File: src/rtl/cla_share_arbiter_pkg.sv
// Shared definitions for the shared carry-lookahead adder arbiter.
//   - default widths and requester count
//   - clog2 helper used to size the requester ID
//   - response record {sum, cout, ovf, id} at the default sizes
package cla_share_arbiter_pkg;

    localparam int unsigned DefWidth  = 16;
    localparam int unsigned DefNumReq = 4;

    // Ceiling log2, usable in parameter defaults.
    function automatic int unsigned clog2(input int unsigned n);
        int unsigned r;
        int unsigned v;
        r = 0;
        v = 1;
        while (v < n) begin
            v = v << 1;
            r = r + 1;
        end
        return r;
    endfunction

    localparam int unsigned DefIdW = clog2(DefNumReq);

    // Response record at the default configuration. Consumers outside the
    // block can use it to unpack {rsp_sum, rsp_cout, rsp_ovf, rsp_id}.
    typedef struct packed {
        logic [DefWidth-1:0] sum;
        logic                cout;
        logic                ovf;
        logic [DefIdW-1:0]   id;
    } rsp_rec_t;

endpackage

File: src/rtl/carry_lookahead_adder.sv
// Combinational carry-lookahead adder.
// Ports:
//   a, b  : WIDTH-bit operands
//   cin   : carry-in
//   sum   : WIDTH-bit sum
//   cout  : carry-out
module carry_lookahead_adder #(
    parameter int unsigned WIDTH = 16
) (
    input  logic [WIDTH-1:0] a,
    input  logic [WIDTH-1:0] b,
    input  logic             cin,
    output logic [WIDTH-1:0] sum,
    output logic             cout
);

    logic [WIDTH-1:0] g;
    logic [WIDTH-1:0] p;
    logic [WIDTH:0]   c;

    // Each carry is expanded directly from generate/propagate terms and cin,
    // so no carry depends on a lower carry.
    always_comb begin
        logic term;
        g    = a & b;
        p    = a ^ b;
        c    = '0;
        c[0] = cin;
        term = 1'b0;
        for (int i = 0; i < int'(WIDTH); i++) begin
            for (int j = 0; j <= i; j++) begin
                term = g[j];
                for (int k = j + 1; k <= i; k++) begin
                    term = term & p[k];
                end
                c[i+1] = c[i+1] | term;
            end
            term = cin;
            for (int k = 0; k <= i; k++) begin
                term = term & p[k];
            end
            c[i+1] = c[i+1] | term;
        end
        sum  = p ^ c[WIDTH-1:0];
        cout = c[WIDTH];
    end

endmodule

File: src/rtl/rr_arbiter.sv
// Round-robin arbiter: grants the first valid requester at or above ptr,
// wrapping modulo NUM_REQ. Purely combinational.
// Ports:
//   valid  : per-requester request
//   ptr    : highest-priority index
//   enable : when low, no grant is issued
//   grant  : one-hot grant (or zero)
//   idx    : encoded index of the granted requester (0 when no grant)
module rr_arbiter #(
    parameter int unsigned NUM_REQ = 4,
    parameter int unsigned ID_W    = 2
) (
    input  logic [NUM_REQ-1:0] valid,
    input  logic [ID_W-1:0]    ptr,
    input  logic               enable,
    output logic [NUM_REQ-1:0] grant,
    output logic [ID_W-1:0]    idx
);

    always_comb begin
        logic            found;
        int unsigned     cand;
        logic [ID_W-1:0] cand_idx;
        grant    = '0;
        idx      = '0;
        found    = 1'b0;
        cand     = 0;
        cand_idx = '0;
        for (int unsigned off = 0; off < NUM_REQ; off++) begin
            cand     = (32'(ptr) + off) % NUM_REQ;
            cand_idx = cand[ID_W-1:0];
            if (enable && !found && valid[cand_idx]) begin
                grant[cand_idx] = 1'b1;
                idx             = cand_idx;
                found           = 1'b1;
            end
        end
    end

endmodule

File: src/rtl/cla_share_arbiter.sv
// Shares one carry-lookahead adder between NUM_REQ requesters. A round-robin
// arbiter accepts at most one request per cycle; the sum is captured in a
// single registered response slot returned with the requester ID.
// Ports:
//   clk, rst_n         : clock, asynchronous active-low reset
//   req_valid/req_ready: per-requester handshake (ready is one-hot or zero)
//   req_a, req_b       : packed operands, requester i at [i*WIDTH +: WIDTH]
//   req_cin            : per-requester carry-in
//   rsp_valid/rsp_ready: response handshake
//   rsp_sum, rsp_cout  : registered sum and carry-out
//   rsp_ovf            : registered signed overflow
//   rsp_id             : requester that produced the response
//   grant_cnt          : saturating count of accepted requests
module cla_share_arbiter
    import cla_share_arbiter_pkg::*;
#(
    parameter int unsigned WIDTH   = DefWidth,
    parameter int unsigned NUM_REQ = DefNumReq,
    parameter int unsigned ID_W    = clog2(NUM_REQ)
) (
    input  logic                     clk,
    input  logic                     rst_n,
    input  logic [NUM_REQ-1:0]       req_valid,
    output logic [NUM_REQ-1:0]       req_ready,
    input  logic [NUM_REQ*WIDTH-1:0] req_a,
    input  logic [NUM_REQ*WIDTH-1:0] req_b,
    input  logic [NUM_REQ-1:0]       req_cin,
    output logic                     rsp_valid,
    input  logic                     rsp_ready,
    output logic [WIDTH-1:0]         rsp_sum,
    output logic                     rsp_cout,
    output logic                     rsp_ovf,
    output logic [ID_W-1:0]          rsp_id,
    output logic [15:0]              grant_cnt
);

    typedef struct packed {
        logic [WIDTH-1:0] sum;
        logic             cout;
        logic             ovf;
        logic [ID_W-1:0]  id;
    } rsp_t;

    rsp_t              rsp_q, rsp_d;
    logic              rsp_valid_q, rsp_valid_d;
    logic [ID_W-1:0]   ptr_q, ptr_d;
    logic [15:0]       grant_cnt_q, grant_cnt_d;

    logic              slot_free;
    logic              arb_en;
    logic [NUM_REQ-1:0] grant;
    logic [ID_W-1:0]   grant_idx;
    logic              accept;

    logic [WIDTH-1:0]  a_arr [NUM_REQ];
    logic [WIDTH-1:0]  b_arr [NUM_REQ];
    logic [WIDTH-1:0]  op_a, op_b;
    logic              op_cin;
    logic [WIDTH-1:0]  add_sum;
    logic              add_cout;

    // The slot can take a new result if empty or being drained this cycle.
    assign slot_free = !rsp_valid_q || rsp_ready;
    // rst_n gates the grant so req_ready stays low throughout reset.
    assign arb_en    = slot_free && rst_n;

    rr_arbiter #(
        .NUM_REQ (NUM_REQ),
        .ID_W    (ID_W)
    ) u_rr_arbiter (
        .valid  (req_valid),
        .ptr    (ptr_q),
        .enable (arb_en),
        .grant  (grant),
        .idx    (grant_idx)
    );

    assign req_ready = grant;
    // The grant only ever selects a valid requester, so any grant is a transfer.
    assign accept    = |grant;

    for (genvar i = 0; i < int'(NUM_REQ); i++) begin : g_unpack
        assign a_arr[i] = req_a[i*WIDTH +: WIDTH];
        assign b_arr[i] = req_b[i*WIDTH +: WIDTH];
    end

    assign op_a   = a_arr[grant_idx];
    assign op_b   = b_arr[grant_idx];
    assign op_cin = req_cin[grant_idx];

    carry_lookahead_adder #(
        .WIDTH (WIDTH)
    ) u_adder (
        .a    (op_a),
        .b    (op_b),
        .cin  (op_cin),
        .sum  (add_sum),
        .cout (add_cout)
    );

    always_comb begin
        rsp_d       = rsp_q;
        rsp_valid_d = rsp_valid_q;
        ptr_d       = ptr_q;
        grant_cnt_d = grant_cnt_q;
        if (accept) begin
            rsp_d.sum   = add_sum;
            rsp_d.cout  = add_cout;
            rsp_d.ovf   = (op_a[WIDTH-1] == op_b[WIDTH-1]) &&
                          (add_sum[WIDTH-1] != op_a[WIDTH-1]);
            rsp_d.id    = grant_idx;
            rsp_valid_d = 1'b1;
            if (32'(grant_idx) == NUM_REQ - 1) begin
                ptr_d = '0;
            end else begin
                ptr_d = grant_idx + 1'b1;
            end
            if (grant_cnt_q != 16'hFFFF) begin
                grant_cnt_d = grant_cnt_q + 16'd1;
            end
        end else if (rsp_ready) begin
            // Drained with nothing behind it: data registers keep their values.
            rsp_valid_d = 1'b0;
        end
    end

    always_ff @(posedge clk or negedge rst_n) begin
        if (!rst_n) begin
            rsp_q       <= '0;
            rsp_valid_q <= 1'b0;
            ptr_q       <= '0;
            grant_cnt_q <= '0;
        end else begin
            rsp_q       <= rsp_d;
            rsp_valid_q <= rsp_valid_d;
            ptr_q       <= ptr_d;
            grant_cnt_q <= grant_cnt_d;
        end
    end

    assign rsp_valid = rsp_valid_q;
    assign rsp_sum   = rsp_q.sum;
    assign rsp_cout  = rsp_q.cout;
    assign rsp_ovf   = rsp_q.ovf;
    assign rsp_id    = rsp_q.id;
    assign grant_cnt = grant_cnt_q;

endmodule

File: config.mk
export PLATFORM = sky130hd
export DESIGN_NAME = cla_share_arbiter
export DESIGN_NICKNAME = d
export VERILOG_FILES = /design/src/rtl/cla_share_arbiter_pkg.sv /design/src/rtl/carry_lookahead_adder.sv /design/src/rtl/rr_arbiter.sv /design/src/rtl/cla_share_arbiter.sv
export SDC_FILE = /design/constraint.sdc
export NUM_CORES = 1
export LEC_CHECK = 0
export ABC_AREA = 1
export CAP_MARGIN = 20
export CELL_PAD_IN_SITES_DETAIL_PLACEMENT = 0
export CELL_PAD_IN_SITES_GLOBAL_PLACEMENT = 2
export CORE_UTILIZATION = 23
export DETAILED_ROUTE_END_ITERATION = 6
export PLACE_DENSITY = 0.95
export SYNTH_ARGS = -nofsm -noshare
export SYNTH_HDL_FRONTEND = slang
export SYNTH_HIERARCHICAL = 1
export SYNTH_SLANG_ARGS = --single-unit
File: constraint.sdc
create_clock -name clk -period 12.14 [get_ports clk]
set_input_delay 2.428 -clock clk [delete_from_list [all_inputs] [get_ports clk]]
set_output_delay 2.428 -clock clk [all_outputs]
set_load 0.01 [all_outputs]
==> impl_metrics.tcl <==
set metrics [dict create \
    crit_start "rst_n" \
    r2r_setup_slack_ns 6.86 \
    vias 4574 \
    final-hold-violation-count 0 \
    clockBufferDepth 2 \
    setup-violations-final 0 \
    via_per_inst 4.48 \
    cp-start-kind "primary input" \
    worst_pin_slew_ns 0.966 \
    cts_buffers 5 \
    dp_hpwl_microns 10900 \
    ant_nets 0 \
    cp_cell_sequence "buf_2 > buf_4 > o21a_1 > inv_1 > nor2_1 > nand2_1 > nand2_1 > inv_1 > nand3_1 > clkdlybuf4s50_1" \
    rr_startpoint "ptr_q[0]" \
    worstPathRequired_ns 9.71 \
    synth_area_per_cell_sq_um 6.38 \
    critPathBufInv 5 \
    ys_warn_count 6 \
    grt.total_usage_pct 15.4 \
    tritoncts "yes" \
    start_util_pct 23.4 \
    fp-row-count 48 \
    clock.fmax_ghz 0.145 \
    routabilityCongestion 0.775 \
    insertion_delay_ns 0.28 \
    cp.arrival_ns 4.45 \
    skew_ns 0.00635 \
    nFillCells 1898 \
    syn_nets 798 \
    slowest_stage "clkdlybuf4s50_1" \
    dr.pass1.iters 4 \
    core_sq_um 17200 \
    r2r_cells 35 \
    ctsHoldBuffers 0 \
    seqCellArea_sq_um 976 \
    die_h_microns 134 \
    multi_input_area_sq_um 2740 \
    clk_pin_slew_worst_paths_ns 0.06 \
    synth.yosys.seq_area_share_pct 24.2 \
    cts_resized 0 \
    period_needed_ns 6.88 \
    p_per_area_nw_per_um2 317 \
    dieArea_sq_um 18100 \
    outcome "complete, no violations" \
    hp-class "reg2reg" \
    io_pins 180 \
    grt_pass1_vias 4492 \
    antenna_found_initial 0 \
    criticalPathCategory "in2out" \
    final_layout_size_suffix_gt1_share_pct 7.04 \
    cts_sinks 39 \
    setup_tns_ns 0 \
    r2r_end "rsp_ovf" \
    max_slew_margin_pct 35.5 \
    critical_path.max_fanout 40 \
    crit_end "req_ready[2]" \
    synth.distinct_cells 29 \
    power.leakage_nw 2.79 \
    netlist_area_sq_um 4040 \
    root_buffer "clkbuf_16" \
    final_cell_mix "178 x nand2_1, 178 x clkdlybuf4s50_1, 86 x nor2_1, 74 x o21ai_0, 47 x inv_1" \
    drv_slew 0 \
    grt_setup_unrepaired "false" \
    routedWlPerCell_microns 13.4 \
    endpoint_kind "primary output" \
    max_stage_delay_ns 0.55 \
    power.total_mw 1.96 \
    initialDrtViolationCount 207 \
    routed_wl_microns 13600 \
    ys_seq_elements 39 \
    fin_nets 960 \
    portBuffers 179 \
    drc 0 \
    layout_setup_ws_ns 5.26 \
    max-cap-violations 0 \
    htreeDepth 2 \
    cts_setup_buffers 0 \
    fin_crit_sh_pct 56.7 \
    grt_max_degree 69 \
    grt.overflow.total 0 \
    antenna_cells 0 \
    synthCells 632 \
    grt_pass1_wl_microns 22300 \
    cp_num_cells 10 \
    place_ws_ns 4.98 \
    cp_top_family "buffers and inverters" \
    syn_to_final_growth_pct 53.1 \
    die_x_microns 134 \
    ir_drop_mv 0.108 \
]
==> area by class of cell <==
cell class              instances  share of cell area (%)
clock inverters                 2                   0.567
repair buffers                183                    29.4
clock buffers                   6                    2.25
well taps                     225                    4.56
multi-input cells             514                    44.3
flip-flops and latches         39                    15.8
inverters                      51                    3.10
==> routing by layer <==
layer / track usage [%] / vias to the layer above / routed length [microns]
li1: - / 2383 / -
met1: 18.5 / 2041 / 5930
met2: 29.0 / 144 / 6830
met4: 2.06 / 0 / 50
met5: 0 / - / 0
met3: 2.74 / 6 / 812
==> synth_stat cells <==
| cell | number | share of area (%) |
|---|---|---|
| o21ai_4 | 1 | 0.40 |
| a21oi_1 | 4 | 0.50 |
| nand3_2 | 9 | 2.2 |
| nand2_4 | 4 | 1.1 |
| and2_1 | 1 | 0.16 |
| inv_1 | 48 | 4.5 |
| nor2_1 | 86 | 8.0 |
| xor2_1 | 8 | 1.7 |
| xnor2_1 | 12 | 2.6 |
| o21a_1 | 2 | 0.37 |
| buf_2 | 6 | 0.74 |
| nor2_2 | 2 | 0.31 |
| o22ai_1 | 31 | 4.8 |
| dfrtp_1 | 39 | 24 |
| o21ai_0 | 74 | 9.2 |
| nand3b_1 | 2 | 0.37 |
| buf_6 | 3 | 0.84 |
| nand2_1 | 178 | 17 |
| nor2_8 | 1 | 0.50 |
| clkbuf_1 | 17 | 1.6 |
| nand4_1 | 10 | 1.6 |
| nand2_2 | 17 | 2.6 |
| nand3_1 | 41 | 5.1 |
| ha_1 | 26 | 8.1 |
| fa_1 | 1 | 0.50 |
| buf_1 | 2 | 0.19 |
| nor2_4 | 3 | 0.84 |
| inv_2 | 3 | 0.28 |
| and2_4 | 1 | 0.22 |
==> state kept, by name, summed over array words and instances (netlist names) <==
signal / cells
ptr_q: 2
rsp_valid: 1
rsp_ovf: 1
rsp_sum: 16
rsp_cout: 1
grant_cnt: 16
rsp_id: 2
==> metrics by stage <==
step | area (sq um) | hold WS [ns] | std cells | utilization, %
4_1_cts | 6180 | 0.476 | 1020 | 35.8
5_1_grt | 6180 | 0.495 | 1020 | 35.8
3_3_place_gp | 6000 | 0.457 | 1012 | 34.8
2_1_floorplan | 4040 | 0.509 | 632 | -
6_report | 6180 | 0.471 | 1020 | 35.8
3_5_place_dp | 6000 | 0.460 | 1012 | 34.8
==> logic make-up after synthesis <==
group	count (synthesis)	synth area share, %
and+or+nand+nor	355	39.6
AOI/OAI and AO/OA	112	15.3
buffers and inverters	79	8.09
DFF	39	24.2
adders and majority gates	27	8.56
xor gates and xnor gates	20	4.34
==> tightest hold or removal path: cells and delay by family (launching register included) <==
| family | cells | cell delay (ns) |
|---|---|---|
| flops | 1 | 0.34 |
| simple gates | 2 | 0.11 |
==> how the worst min path moves through the flow <==
stage,cells past startpoint,endpoint,slack (ns),from
detailed placement,2,rsp_sum[1],0.46,rsp_sum[1]
floorplan,2,rsp_cout,0.51,rsp_cout
finish,2,rsp_sum[4],0.47,rsp_sum[4]
CTS,2,rsp_sum[1],0.48,rsp_sum[1]
global placement,2,rsp_sum[10],0.46,rsp_sum[10]
global route,2,rsp_sum[12],0.49,rsp_sum[12]
==> where the power goes <==
part / total [mW] / switching [mW] / internal (mW)
registers: 0.221 / 0.0368 / 0.184
clock network: 0.155 / 0.0530 / 0.102
logic: 1.58 / 0.961 / 0.621
Power figures use the tool's default switching activity.
